### src/rtl/persp_vertex_setup_if.sv
// persp_vertex_setup_if
//   Vertex-in / vertex-out bundle for the perspective setup unit.
//   Input side : in_valid/in_ready handshake, screen x/y (16-bit),
//                depth z and attributes u,v,r,g,b,a (32-bit S15.16).
//   Output side: out_valid/out_ready handshake, x/y/z passthrough,
//                w = 1/z and attr*w (32-bit S15.16).
//   slave  : the setup unit's view (consumes in_*, produces out_*).
//   master : the upstream/downstream environment's view.
interface persp_vertex_setup_if;
  logic        in_valid;
  logic        in_ready;
  logic [15:0] in_x;
  logic [15:0] in_y;
  logic [31:0] in_z;
  logic [31:0] in_u;
  logic [31:0] in_v;
  logic [31:0] in_r;
  logic [31:0] in_g;
  logic [31:0] in_b;
  logic [31:0] in_a;

  logic        out_valid;
  logic        out_ready;
  logic [15:0] out_x;
  logic [15:0] out_y;
  logic [31:0] out_z;
  logic [31:0] out_w;
  logic [31:0] out_u;
  logic [31:0] out_v;
  logic [31:0] out_r;
  logic [31:0] out_g;
  logic [31:0] out_b;
  logic [31:0] out_a;

  modport slave (
    input  in_valid, in_x, in_y, in_z, in_u, in_v, in_r, in_g, in_b, in_a,
    output in_ready,
    output out_valid, out_x, out_y, out_z, out_w,
    output out_u, out_v, out_r, out_g, out_b, out_a,
    input  out_ready
  );

  modport master (
    output in_valid, in_x, in_y, in_z, in_u, in_v, in_r, in_g, in_b, in_a,
    input  in_ready,
    input  out_valid, out_x, out_y, out_z, out_w,
    input  out_u, out_v, out_r, out_g, out_b, out_a,
    output out_ready
  );
endinterface

### src/rtl/persp_vertex_setup.sv
// persp_vertex_setup
//   Per-vertex perspective setup: w = 1/z (S15.16) via a 33-step bit-serial
//   restoring divide of 2^32 by z, then u,v,r,g,b,a are each multiplied by w
//   on one shared 32x32 signed multiplier, one attribute per cycle.
//   One vertex in flight; in_ready only while idle.
// Ports
//   clk    : clock
//   rst_n  : synchronous active-low reset
//   bus    : persp_vertex_setup_if.slave (input vertex / output vertex)
// Parameter
//   BYPASS : 1 -> w = 1.0 and attributes pass through untouched.
module persp_vertex_setup #(
  parameter bit BYPASS = 1'b0
) (
  input logic                 clk,
  input logic                 rst_n,
  persp_vertex_setup_if.slave bus
);

  localparam logic [31:0] FP_ONE = 32'h0001_0000;
  localparam logic [31:0] W_SAT  = 32'h7FFF_FFFF;

  typedef enum logic [1:0] {
    ST_IDLE = 2'd0,
    ST_DIV  = 2'd1,
    ST_MUL  = 2'd2,
    ST_DONE = 2'd3
  } state_t;

  state_t             state_r;
  state_t             state_nxt_s;
  logic               in_ready_r;
  logic               out_valid_r;
  logic [5:0]         cnt_r;
  logic [31:0]        rem_r;
  logic [31:0]        quo_r;
  logic [32:0]        rem_sh_s;
  logic [31:0]        rem_nxt_s;
  logic [32:0]        quo_nxt_s;
  logic               z_invalid_s;
  logic [15:0]        x_r;
  logic [15:0]        y_r;
  logic [31:0]        z_r;
  logic [31:0]        w_r;
  logic [31:0]        attr_r [0:5];
  logic [31:0]        mul_a_s;
  logic signed [63:0] prod_s;
  logic [31:0]        mul_res_s;
  logic [15:0]        out_x_r;
  logic [15:0]        out_y_r;
  logic [31:0]        out_z_r;
  logic [31:0]        out_w_r;
  logic [31:0]        out_attr_r [0:5];

  // Quotients of 2^31 and above do not fit a positive S15.16 value.
  function automatic logic [31:0] sat_w(input logic [32:0] q);
    if (q[32] | q[31]) begin
      return W_SAT;
    end else begin
      return q[31:0];
    end
  endfunction

  // Negative or zero depth has no meaningful reciprocal; it skips the divide.
  assign z_invalid_s = bus.in_z[31] | (bus.in_z == 32'd0);

  // State register; handshake flags are registered from the next state.
  always_ff @(posedge clk) begin
    if (!rst_n) begin
      state_r     <= ST_IDLE;
      in_ready_r  <= 1'b1;
      out_valid_r <= 1'b0;
    end else begin
      state_r     <= state_nxt_s;
      in_ready_r  <= (state_nxt_s == ST_IDLE);
      out_valid_r <= (state_nxt_s == ST_DONE);
    end
  end

  // Next-state logic.
  always_comb begin
    state_nxt_s = state_r;
    case (state_r)
      ST_IDLE: begin
        if (bus.in_valid) begin
          if (BYPASS) begin
            state_nxt_s = ST_DONE;
          end else if (z_invalid_s) begin
            state_nxt_s = ST_MUL;
          end else begin
            state_nxt_s = ST_DIV;
          end
        end else begin
          state_nxt_s = ST_IDLE;
        end
      end
      ST_DIV: begin
        if (cnt_r == 6'd0) begin
          state_nxt_s = ST_MUL;
        end else begin
          state_nxt_s = ST_DIV;
        end
      end
      ST_MUL: begin
        if (cnt_r == 6'd5) begin
          state_nxt_s = ST_DONE;
        end else begin
          state_nxt_s = ST_MUL;
        end
      end
      ST_DONE: begin
        if (bus.out_ready) begin
          state_nxt_s = ST_IDLE;
        end else begin
          state_nxt_s = ST_DONE;
        end
      end
      default: state_nxt_s = ST_IDLE;
    endcase
  end

  // One restoring step. Numerator 2^32 has only its MSB set, which is
  // consumed when cnt_r is 32. The remainder stays below z (< 2^31), so the
  // low 32 bits of the difference are exact.
  always_comb begin
    rem_sh_s = {rem_r, (cnt_r == 6'd32)};
    if (rem_sh_s >= {1'b0, z_r}) begin
      rem_nxt_s = rem_sh_s[31:0] - z_r;
      quo_nxt_s = {quo_r, 1'b1};
    end else begin
      rem_nxt_s = rem_sh_s[31:0];
      quo_nxt_s = {quo_r, 1'b0};
    end
  end

  // Shared multiplier operand select: cnt_r walks u,v,r,g,b,a in MUL.
  always_comb begin
    case (cnt_r)
      6'd0:    mul_a_s = attr_r[0];
      6'd1:    mul_a_s = attr_r[1];
      6'd2:    mul_a_s = attr_r[2];
      6'd3:    mul_a_s = attr_r[3];
      6'd4:    mul_a_s = attr_r[4];
      6'd5:    mul_a_s = attr_r[5];
      default: mul_a_s = 32'd0;
    endcase
  end

  // 64-bit signed product; arithmetic >>> 16 floors, upper bits wrap away.
  assign prod_s    = $signed({{32{mul_a_s[31]}}, mul_a_s}) *
                     $signed({{32{w_r[31]}}, w_r});
  assign mul_res_s = 32'(prod_s >>> 7'd16);

  // Datapath: capture, divider iteration, multiply and output registers.
  always_ff @(posedge clk) begin
    if (!rst_n) begin
      cnt_r   <= 6'd0;
      rem_r   <= 32'd0;
      quo_r   <= 32'd0;
      x_r     <= 16'd0;
      y_r     <= 16'd0;
      z_r     <= 32'd0;
      w_r     <= 32'd0;
      out_x_r <= 16'd0;
      out_y_r <= 16'd0;
      out_z_r <= 32'd0;
      out_w_r <= 32'd0;
      for (int i = 0; i < 6; i++) begin
        attr_r[i]     <= 32'd0;
        out_attr_r[i] <= 32'd0;
      end
    end else begin
      case (state_r)
        ST_IDLE: begin
          if (bus.in_valid) begin
            x_r       <= bus.in_x;
            y_r       <= bus.in_y;
            z_r       <= bus.in_z;
            attr_r[0] <= bus.in_u;
            attr_r[1] <= bus.in_v;
            attr_r[2] <= bus.in_r;
            attr_r[3] <= bus.in_g;
            attr_r[4] <= bus.in_b;
            attr_r[5] <= bus.in_a;
            rem_r     <= 32'd0;
            quo_r     <= 32'd0;
            if (BYPASS) begin
              w_r           <= FP_ONE;
              cnt_r         <= 6'd0;
              out_x_r       <= bus.in_x;
              out_y_r       <= bus.in_y;
              out_z_r       <= bus.in_z;
              out_w_r       <= FP_ONE;
              out_attr_r[0] <= bus.in_u;
              out_attr_r[1] <= bus.in_v;
              out_attr_r[2] <= bus.in_r;
              out_attr_r[3] <= bus.in_g;
              out_attr_r[4] <= bus.in_b;
              out_attr_r[5] <= bus.in_a;
            end else if (z_invalid_s) begin
              w_r   <= W_SAT;
              cnt_r <= 6'd0;
            end else begin
              cnt_r <= 6'd32;
            end
          end
        end
        ST_DIV: begin
          rem_r <= rem_nxt_s;
          quo_r <= quo_nxt_s[31:0];
          if (cnt_r == 6'd0) begin
            w_r <= sat_w(quo_nxt_s);
          end else begin
            cnt_r <= cnt_r - 6'd1;
          end
        end
        ST_MUL: begin
          out_x_r <= x_r;
          out_y_r <= y_r;
          out_z_r <= z_r;
          out_w_r <= w_r;
          for (int i = 0; i < 6; i++) begin
            if (cnt_r == 6'(i)) begin
              out_attr_r[i] <= mul_res_s;
            end
          end
          if (cnt_r == 6'd5) begin
            cnt_r <= 6'd0;
          end else begin
            cnt_r <= cnt_r + 6'd1;
          end
        end
        ST_DONE: begin
          cnt_r <= 6'd0;
        end
        default: begin
          cnt_r <= 6'd0;
        end
      endcase
    end
  end

  assign bus.in_ready  = in_ready_r;
  assign bus.out_valid = out_valid_r;
  assign bus.out_x     = out_x_r;
  assign bus.out_y     = out_y_r;
  assign bus.out_z     = out_z_r;
  assign bus.out_w     = out_w_r;
  assign bus.out_u     = out_attr_r[0];
  assign bus.out_v     = out_attr_r[1];
  assign bus.out_r     = out_attr_r[2];
  assign bus.out_g     = out_attr_r[3];
  assign bus.out_b     = out_attr_r[4];
  assign bus.out_a     = out_attr_r[5];

endmodule

### src/flat_wrapper.sv
// flat-port wrapper written by rule: the top's interface ports become plain ports
module persp_vertex_setup_flat 
#(
  parameter bit BYPASS = 1'b0
)
  (clk, rst_n, bus_in_valid, bus_in_x, bus_in_y, bus_in_z, bus_in_u, bus_in_v, bus_in_r, bus_in_g, bus_in_b, bus_in_a, bus_in_ready, bus_out_valid, bus_out_x, bus_out_y, bus_out_z, bus_out_w, bus_out_u, bus_out_v, bus_out_r, bus_out_g, bus_out_b, bus_out_a, bus_out_ready);
  persp_vertex_setup_if bus_i ();
  input logic clk;
  input logic rst_n;
  input wire logic [$bits(bus_i.in_valid)-1:0] bus_in_valid;
  input wire logic [$bits(bus_i.in_x)-1:0] bus_in_x;
  input wire logic [$bits(bus_i.in_y)-1:0] bus_in_y;
  input wire logic [$bits(bus_i.in_z)-1:0] bus_in_z;
  input wire logic [$bits(bus_i.in_u)-1:0] bus_in_u;
  input wire logic [$bits(bus_i.in_v)-1:0] bus_in_v;
  input wire logic [$bits(bus_i.in_r)-1:0] bus_in_r;
  input wire logic [$bits(bus_i.in_g)-1:0] bus_in_g;
  input wire logic [$bits(bus_i.in_b)-1:0] bus_in_b;
  input wire logic [$bits(bus_i.in_a)-1:0] bus_in_a;
  output wire logic [$bits(bus_i.in_ready)-1:0] bus_in_ready;
  output wire logic [$bits(bus_i.out_valid)-1:0] bus_out_valid;
  output wire logic [$bits(bus_i.out_x)-1:0] bus_out_x;
  output wire logic [$bits(bus_i.out_y)-1:0] bus_out_y;
  output wire logic [$bits(bus_i.out_z)-1:0] bus_out_z;
  output wire logic [$bits(bus_i.out_w)-1:0] bus_out_w;
  output wire logic [$bits(bus_i.out_u)-1:0] bus_out_u;
  output wire logic [$bits(bus_i.out_v)-1:0] bus_out_v;
  output wire logic [$bits(bus_i.out_r)-1:0] bus_out_r;
  output wire logic [$bits(bus_i.out_g)-1:0] bus_out_g;
  output wire logic [$bits(bus_i.out_b)-1:0] bus_out_b;
  output wire logic [$bits(bus_i.out_a)-1:0] bus_out_a;
  input wire logic [$bits(bus_i.out_ready)-1:0] bus_out_ready;
  assign bus_i.in_valid = bus_in_valid;
  assign bus_i.in_x = bus_in_x;
  assign bus_i.in_y = bus_in_y;
  assign bus_i.in_z = bus_in_z;
  assign bus_i.in_u = bus_in_u;
  assign bus_i.in_v = bus_in_v;
  assign bus_i.in_r = bus_in_r;
  assign bus_i.in_g = bus_in_g;
  assign bus_i.in_b = bus_in_b;
  assign bus_i.in_a = bus_in_a;
  assign bus_in_ready = bus_i.in_ready;
  assign bus_out_valid = bus_i.out_valid;
  assign bus_out_x = bus_i.out_x;
  assign bus_out_y = bus_i.out_y;
  assign bus_out_z = bus_i.out_z;
  assign bus_out_w = bus_i.out_w;
  assign bus_out_u = bus_i.out_u;
  assign bus_out_v = bus_i.out_v;
  assign bus_out_r = bus_i.out_r;
  assign bus_out_g = bus_i.out_g;
  assign bus_out_b = bus_i.out_b;
  assign bus_out_a = bus_i.out_a;
  assign bus_i.out_ready = bus_out_ready;
  persp_vertex_setup #(.BYPASS(BYPASS)) u_core (.clk(clk), .rst_n(rst_n), .bus(bus_i));
endmodule
### config.mk
export PLATFORM = sky130hd
export DESIGN_NAME = persp_vertex_setup_flat
export DESIGN_NICKNAME = d
export VERILOG_FILES = /design/src/rtl/persp_vertex_setup_if.sv /design/src/rtl/persp_vertex_setup.sv /design/src/flat_wrapper.sv
export SDC_FILE = /design/constraint.sdc
export NUM_CORES = 2
export LEC_CHECK = 0
export ABC_AREA = 1
export ABC_CLOCK_PERIOD_IN_PS = 25600
export CORE_MARGIN = 2
export CORE_UTILIZATION = 35
export CTS_BUF_LIST = sky130_fd_sc_hd__clkbuf_16
export DETAILED_ROUTE_END_ITERATION = 6
export SYNTH_ARGS = -nofsm -noshare
export SYNTH_HDL_FRONTEND = slang
export SYNTH_SLANG_ARGS = --single-unit
export TNS_END_PERCENT = 30
### constraint.sdc
create_clock -name clk -period 25.6 [get_ports clk]
set_input_delay 3.84 -clock clk [delete_from_list [all_inputs] [get_ports clk]]
set_output_delay 3.84 -clock clk [all_outputs]
set_load 0.02 [all_outputs]
**Word level (Yosys, flattened, before mapping)**

Memories as Yosys holds them, arrays and structs flattened.
Cells that the tools add are included.

- Add/subtract/negate cells: 3
- Bitwise logic cells: 14
- Reduce and logical (&&, ||, !) cells: 9
- Muxes and demuxes: 63
- Eq/ne operators: 14
- Order comparisons: 1
- $mul: 1

Operators by type and width:

| kind | count |
|---|---|
| two-way mux 32 bit | 18 |
| case mux 32 bit (2 select lines) | 3 |
| case mux 32 bit (6 select lines) | 1 |
| multiplier 32 x 32 -> 48 bit | 1 |
| greater-or-equal comparator 33 x 32 -> 1 bit | 1 |
| logical NOT 32 bit | 1 |
| subtractor 32 bit | 1 |
| two-way mux 1 bit | 31 |
| two-way mux 6 bit | 4 |
| case mux 6 bit (4 select lines) | 1 |
| OR 1 bit | 14 |
| equality test 6 x 2 -> 1 bit (second input constant) | 2 |
| equality test 6 x 3 -> 1 bit (second input constant) | 2 |
| two-way mux 2 bit | 4 |
| case mux 2 bit (4 select lines) | 1 |
| adder 6 x 1 -> 6 bit (second input constant) | 1 |
| equality test 2 bit (second input constant) | 3 |
| equality test 6 x 1 -> 1 bit (second input constant) | 1 |
| equality test 6 bit (second input constant) | 1 |
| logical NOT 6 bit | 1 |
| AND reduction 2 bit | 3 |
| subtractor 6 x 1 -> 6 bit (second input constant) | 1 |
| logical NOT 2 bit | 2 |
| != test 2 x 1 -> 1 bit (second input constant) | 2 |
| other kinds (4) | 5 |

- Memories kept: 2
- Flip-flop bits (word level): 266
- Word-level logic and storage cells: 121
- Memory bits (writable): 384
- Input bits: 260

Memories:

| memory | depth | bits a word | read ports | clocked after memory_dff | wr ports | line | source |
|---|---|---|---|---|---|---|---|
| u_core.attr_r | 6 | 32 | 6 | 0 | 6 | persp_vertex_setup.sv:45 | `logic [31:0] attr_r [0:5];` |
| u_core.out_attr_r | 6 | 32 | 6 | 0 | 6 | persp_vertex_setup.sv:53 | `logic [31:0] out_attr_r [0:5];` |

**Longest topological paths before layout**

- Depth after elaboration: 6
- Mapped depth: 46

**Worst setup path before layout**

No wires, ideal clock.

- Path type: input port to flip-flop
- Start: input port bus_in_valid
- End: memory u_core.attr_r[0][0], enable pin
- Cell stages on the path: 6
- Data arrival time: 9991 ps
- Path buffers: 2
- Required time: 24969 ps
- Slack: 14977 ps
- Cell sequence: inv_1 -> nor2_1 -> clkbuf_1 -> clkinv_1 -> nand2_1 -> buf_1

RTL lines:

| item | line | source |
|---|---|---|
| start: declaration | flat_wrapper.sv:10 | `input wire logic [$bits(bus_i.in_valid)-1:0] bus_in_valid;` |
| end: declaration | persp_vertex_setup.sv:45 |  |

==> run summary <==
## Status
- **run status** complete, no violations

## Setup path
- **highest-delay cell along the critical path** sky130_fd_sc_hd__nor2_4
- **start point of the critical path** u_core.cnt_r[5]$_SDFFE_PN0P_
- **R2R Path Start** u_core.cnt_r[5]$_SDFFE_PN0P_
- **largest stage delay on the critical path** 0.82 ns
- **reg-to-reg endpoint** u_core.out_attr_r[0][155]$_SDFFCE_PN0P_
- **category of the critical setup timing path** register to register
- **number of cells on the worst reg-to-reg path** 27
- **arrival time at the worst endpoint** 11.20 ns
- **critical path's most frequent cell** sky130_fd_sc_hd__fa_1
- **endpoint class of the critical path** register
- **slack of the worst reg-to-reg path** 14.90 ns
- **Critical Path Start Type** register
- **top fanout value on the critical path** 40
- **Worst EP required** 26.10 ns

## STA
- **fin. max-slew vios** 0
- **fmax** 93.46 MHz
- **setup repair after global routing missed its margin** no
- **Tmin final** 10.70 ns
- **final clock period utilization by the worst path** 0.4180
- **final setup violation count** 0
- **max_slew headroom** 0.1322
- **transition time at the pin with the least slew margin** 1.300 ns
- **Hold Violations, Final** 0
- **Post-Route Skew** 0.07511 ns
- **Worst Hold Margin** 0.4621 ns
- **aggregate negative setup slack** 0 ns

## Routing
- **overall via count from detail_route** 44780
- **total wirelength of the detailed-routed design** 195.2 mm
- **ratio of routed vias to standard cells** 5.038
- **number of violations reported at the end of detailed-routing iteration 0** 3874
- **Antenna Nets Post-Route** 0
- **iteration count of the initial detailed-routing pass** 6
- **Routed wire per std cell** 21.96 um
- **post-route DRC violation count** 0

## Yosys
- **Synth Flop Type** sky130_fd_sc_hd__edfxtp_1
- **Net Count, Synth** 7655
- **Seq/Total Area, Yosys** 0.3014
- **Ys Warns** 0
- **synthesized area divided by synthesized cell count** 8.800 um^2
- **number of synthesized flops with an enable pin** 384
- **proportion of register bits with asynchronous set or reset after synthesis** 0
- **synthesized cell area** 0.05593 mm^2
- **Yosys cell types** 62
- **flip-flop and latch count after synthesis** 650
- **post-synthesis cell count** 6356

## Floorplanning
- **placeable core region** 0.1586 mm^2
- **num ports** 550
- **effective utilization at floorplan** 0.3528
- **x dimension of the die** 403.8 um
- **number of placement rows** 146
- **die footprint** 0.1630 mm^2
- **Die Span Y** 403.8 um

## GRT
- **met1 Use GR** 0.3002
- **first-pass GRT wire length** 291.5 mm
- **pin count of the biggest net entering global routing** 176
- **global route overflow** 0
- **total track usage** 0.2388
- **met2 track demand over resource** 0.3976
- **initial antenna violation count** 1
- **routing usage on met3** 0.04525
- **number of global-route vias before repair** 46690
- **GRT Max-Usage Layer** met2

## Power and ir drop
- **Max rail drop VDD** 0.2126 mV
- **power per unit of standard cell area** 139.3 mW/mm^2
- **leakage power** 29.70 nW

## Hold path
- **launch point of the worst hold path** u_core.x_r[15]$_SDFFE_PN0P_
- **Hold Crit Endpoint** u_core.x_r[15]$_SDFFE_PN0P_
- **class of the worst hold path** register to register
- **number of cells on the worst hold path** 2

## Placed design
- **half-perimeter wire length of the detailed placement result** 147.5 mm
- **buffers added on ports** 549
- **final weighted congestion in routability-driven placement** 0.9565
- **placed cell areas** 0.06362 mm^2
- **Placed Cells** 8752

## Layout
- **NumNets Final** 8056
- **most common library cell in the layout ignoring fill and taps** sky130_fd_sc_hd__inv_1
- **number of standard cells in the layout, taps in and fillers out** 8889
- **total non-filler cell area in the finished layout** 0.06624 mm^2
- **commonest cells after routing, fill and taps aside** 1315 x sky130_fd_sc_hd__inv_1, 1093 x sky130_fd_sc_hd__nor2_1, 1011 x sky130_fd_sc_hd__nand2_1
- **share of post-route cells with drive strength above 1** 0.04328
- **Synth-to-Final Area Change** 18.43%
- **number of inserted filler cells in the final layout** 15620

## CTS
- **# clock sinks** 650
- **post-CTS sizing** 0
- **clock tree from TritonCTS** yes
- **buffers inserted during post-CTS setup optimization** 0
- **total CTS buffers** 75
- **Skew-Pair Late Insertion Delay** 0.70 ns
- **count of hold-fix buffers inserted at cts** 0
- **CTS Buffer Depth** 3
- **CTS root buffer** sky130_fd_sc_hd__clkbuf_16
- **Reg clk slew, reported paths** 0.06 ns
- **number of H-tree levels** 3

## Run
- **max-capacitance violation count** 0

cells by family after synthesis:
group | after synthesis | share of synthesized area
simple gates | 2401 | 0.1739
flops | 650 | 0.3014
fa+ha+maj | 1039 | 0.3450
compound gates | 566 | 0.05794
xor+xnor | 61 | 0.01036
buf+inv | 1639 | 0.1114
final cells by class:
cell class / instances / area [um^2] / area share
Multi-Input combinational cell: 4067 / 33070 / 0.4991
Timing Repair Buffer: 625 / 6076 / 0.09172
Clock buffer: 80 / 2002 / 0.03022
Antenna cell: 1 / 2.502 / 0.00003778
Inverter: 1338 / 5025 / 0.07585
Tap cell: 2072 / 2592 / 0.03913
Clock inverter: 56 / 624.3 / 0.009425
Sequential cell: 650 / 16860 / 0.2545
registers in the layout, summed over array words and instances (netlist names), 2 cells and up:
signal,count
u_core.bus.out_z,32
u_core.bus.out_x,16
u_core.w_r,32
u_core.quo_r,32
u_core.rem_r,32
u_core.bus.out_w,32
u_core.y_r,16
u_core.attr_r,192
u_core.state_r,2
u_core.x_r,16
u_core.bus.out_y,16
u_core.out_attr_r,192
u_core.cnt_r,6
u_core.z_r,32
worst max-delay path by stage:
| stage | slack, ns | depth (start not counted) | endpoint |
|---|---|---|---|
| finish | 14.90 | 27 | u_core.out_attr_r[0][155]$_SDFFCE_PN0P_ |
| floorplan | 14.98 | 6 | u_core.attr_r[0][0]$_SDFFCE_PN0P_ |
| detailed placement | 15.02 | 31 | u_core.out_attr_r[0][42]$_SDFFCE_PN0P_ |
| global placement | 15.11 | 26 | u_core.out_attr_r[0][155]$_SDFFCE_PN0P_ |
| global route | 14.33 | 32 | u_core.out_attr_r[0][42]$_SDFFCE_PN0P_ |
| CTS | 15.02 | 32 | u_core.out_attr_r[0][42]$_SDFFCE_PN0P_ |
synthesized netlist by cell type, types with 3 or more instances:
cell,count,area share
sky130_fd_sc_hd__a211oi_1,34,0.0046
sky130_fd_sc_hd__a21o_1,10,0.0013
sky130_fd_sc_hd__a21oi_1,242,0.022
sky130_fd_sc_hd__a221oi_1,4,0.00063
sky130_fd_sc_hd__a22o_1,12,0.0019
sky130_fd_sc_hd__a22oi_1,24,0.0032
sky130_fd_sc_hd__a31oi_1,16,0.0018
sky130_fd_sc_hd__buf_1,12,0.00081
sky130_fd_sc_hd__buf_2,7,0.00063
sky130_fd_sc_hd__buf_4,4,0.00054
sky130_fd_sc_hd__buf_6,6,0.0012
sky130_fd_sc_hd__clkbuf_1,271,0.018
sky130_fd_sc_hd__clkinv_1,15,0.0010
sky130_fd_sc_hd__dfxtp_1,266,0.095
sky130_fd_sc_hd__edfxtp_1,384,0.21
sky130_fd_sc_hd__fa_1,839,0.30
sky130_fd_sc_hd__ha_1,200,0.045
sky130_fd_sc_hd__inv_1,1312,0.088
sky130_fd_sc_hd__inv_2,11,0.00074
sky130_fd_sc_hd__nand2_1,1014,0.068
sky130_fd_sc_hd__nand2_2,19,0.0021
sky130_fd_sc_hd__nand3_1,112,0.010
sky130_fd_sc_hd__nand3_2,5,0.00089
sky130_fd_sc_hd__nand3b_1,13,0.0017
sky130_fd_sc_hd__nand4_1,49,0.0055
sky130_fd_sc_hd__nor2_1,1098,0.074
sky130_fd_sc_hd__nor2_2,3,0.00034
sky130_fd_sc_hd__nor2_4,4,0.00081
sky130_fd_sc_hd__nor3_1,50,0.0045
sky130_fd_sc_hd__nor4_1,17,0.0019
sky130_fd_sc_hd__nor4_2,4,0.00089
sky130_fd_sc_hd__o211ai_1,6,0.00081
sky130_fd_sc_hd__o21a_1,12,0.0016
sky130_fd_sc_hd__o21ai_0,157,0.014
sky130_fd_sc_hd__o21ai_1,5,0.00045
sky130_fd_sc_hd__o221ai_1,3,0.00047
sky130_fd_sc_hd__o22ai_1,25,0.0028
sky130_fd_sc_hd__xnor2_1,38,0.0060
sky130_fd_sc_hd__xnor2_2,5,0.0015
sky130_fd_sc_hd__xor2_1,17,0.0027
worst max-delay path, delay by kind of cell, from the launching register on:
kind	cells	cell delay, ns
compound gates	6	1.44
flops	1	0.37
simple gates	8	2.93
buf+inv	4	1.33
fa+ha+maj	9	4.39
power by group:
part	switching, W	internal, W	total [W]
clock	0.000476	0.000657	0.00113
combinational	0.00468	0.00209	0.00677
sequential	0.0000819	0.00124	0.00132
total	0.00524	0.00399	0.00922
metrics by stage:
step	setup slack (ns)	total power (W)	util
floorplan	14.98	0.005516	-
global placement	15.11	0.008045	0.4012
detailed placement	15.02	0.008088	0.4012
CTS	15.02	0.009264	0.4178
global route	14.33	0.009948	0.4178
finish	14.90	0.009225	0.4178
routing by layer:
metal	wire (um)	share of wire	vias to the layer above
met3	16090	0.082	434
met1	77390	0.40	22310
met5	0	0	-
met4	10380	0.053	0
li1	-	-	20050
met2	91320	0.47	1995
Power figures use the tool's default switching activity.
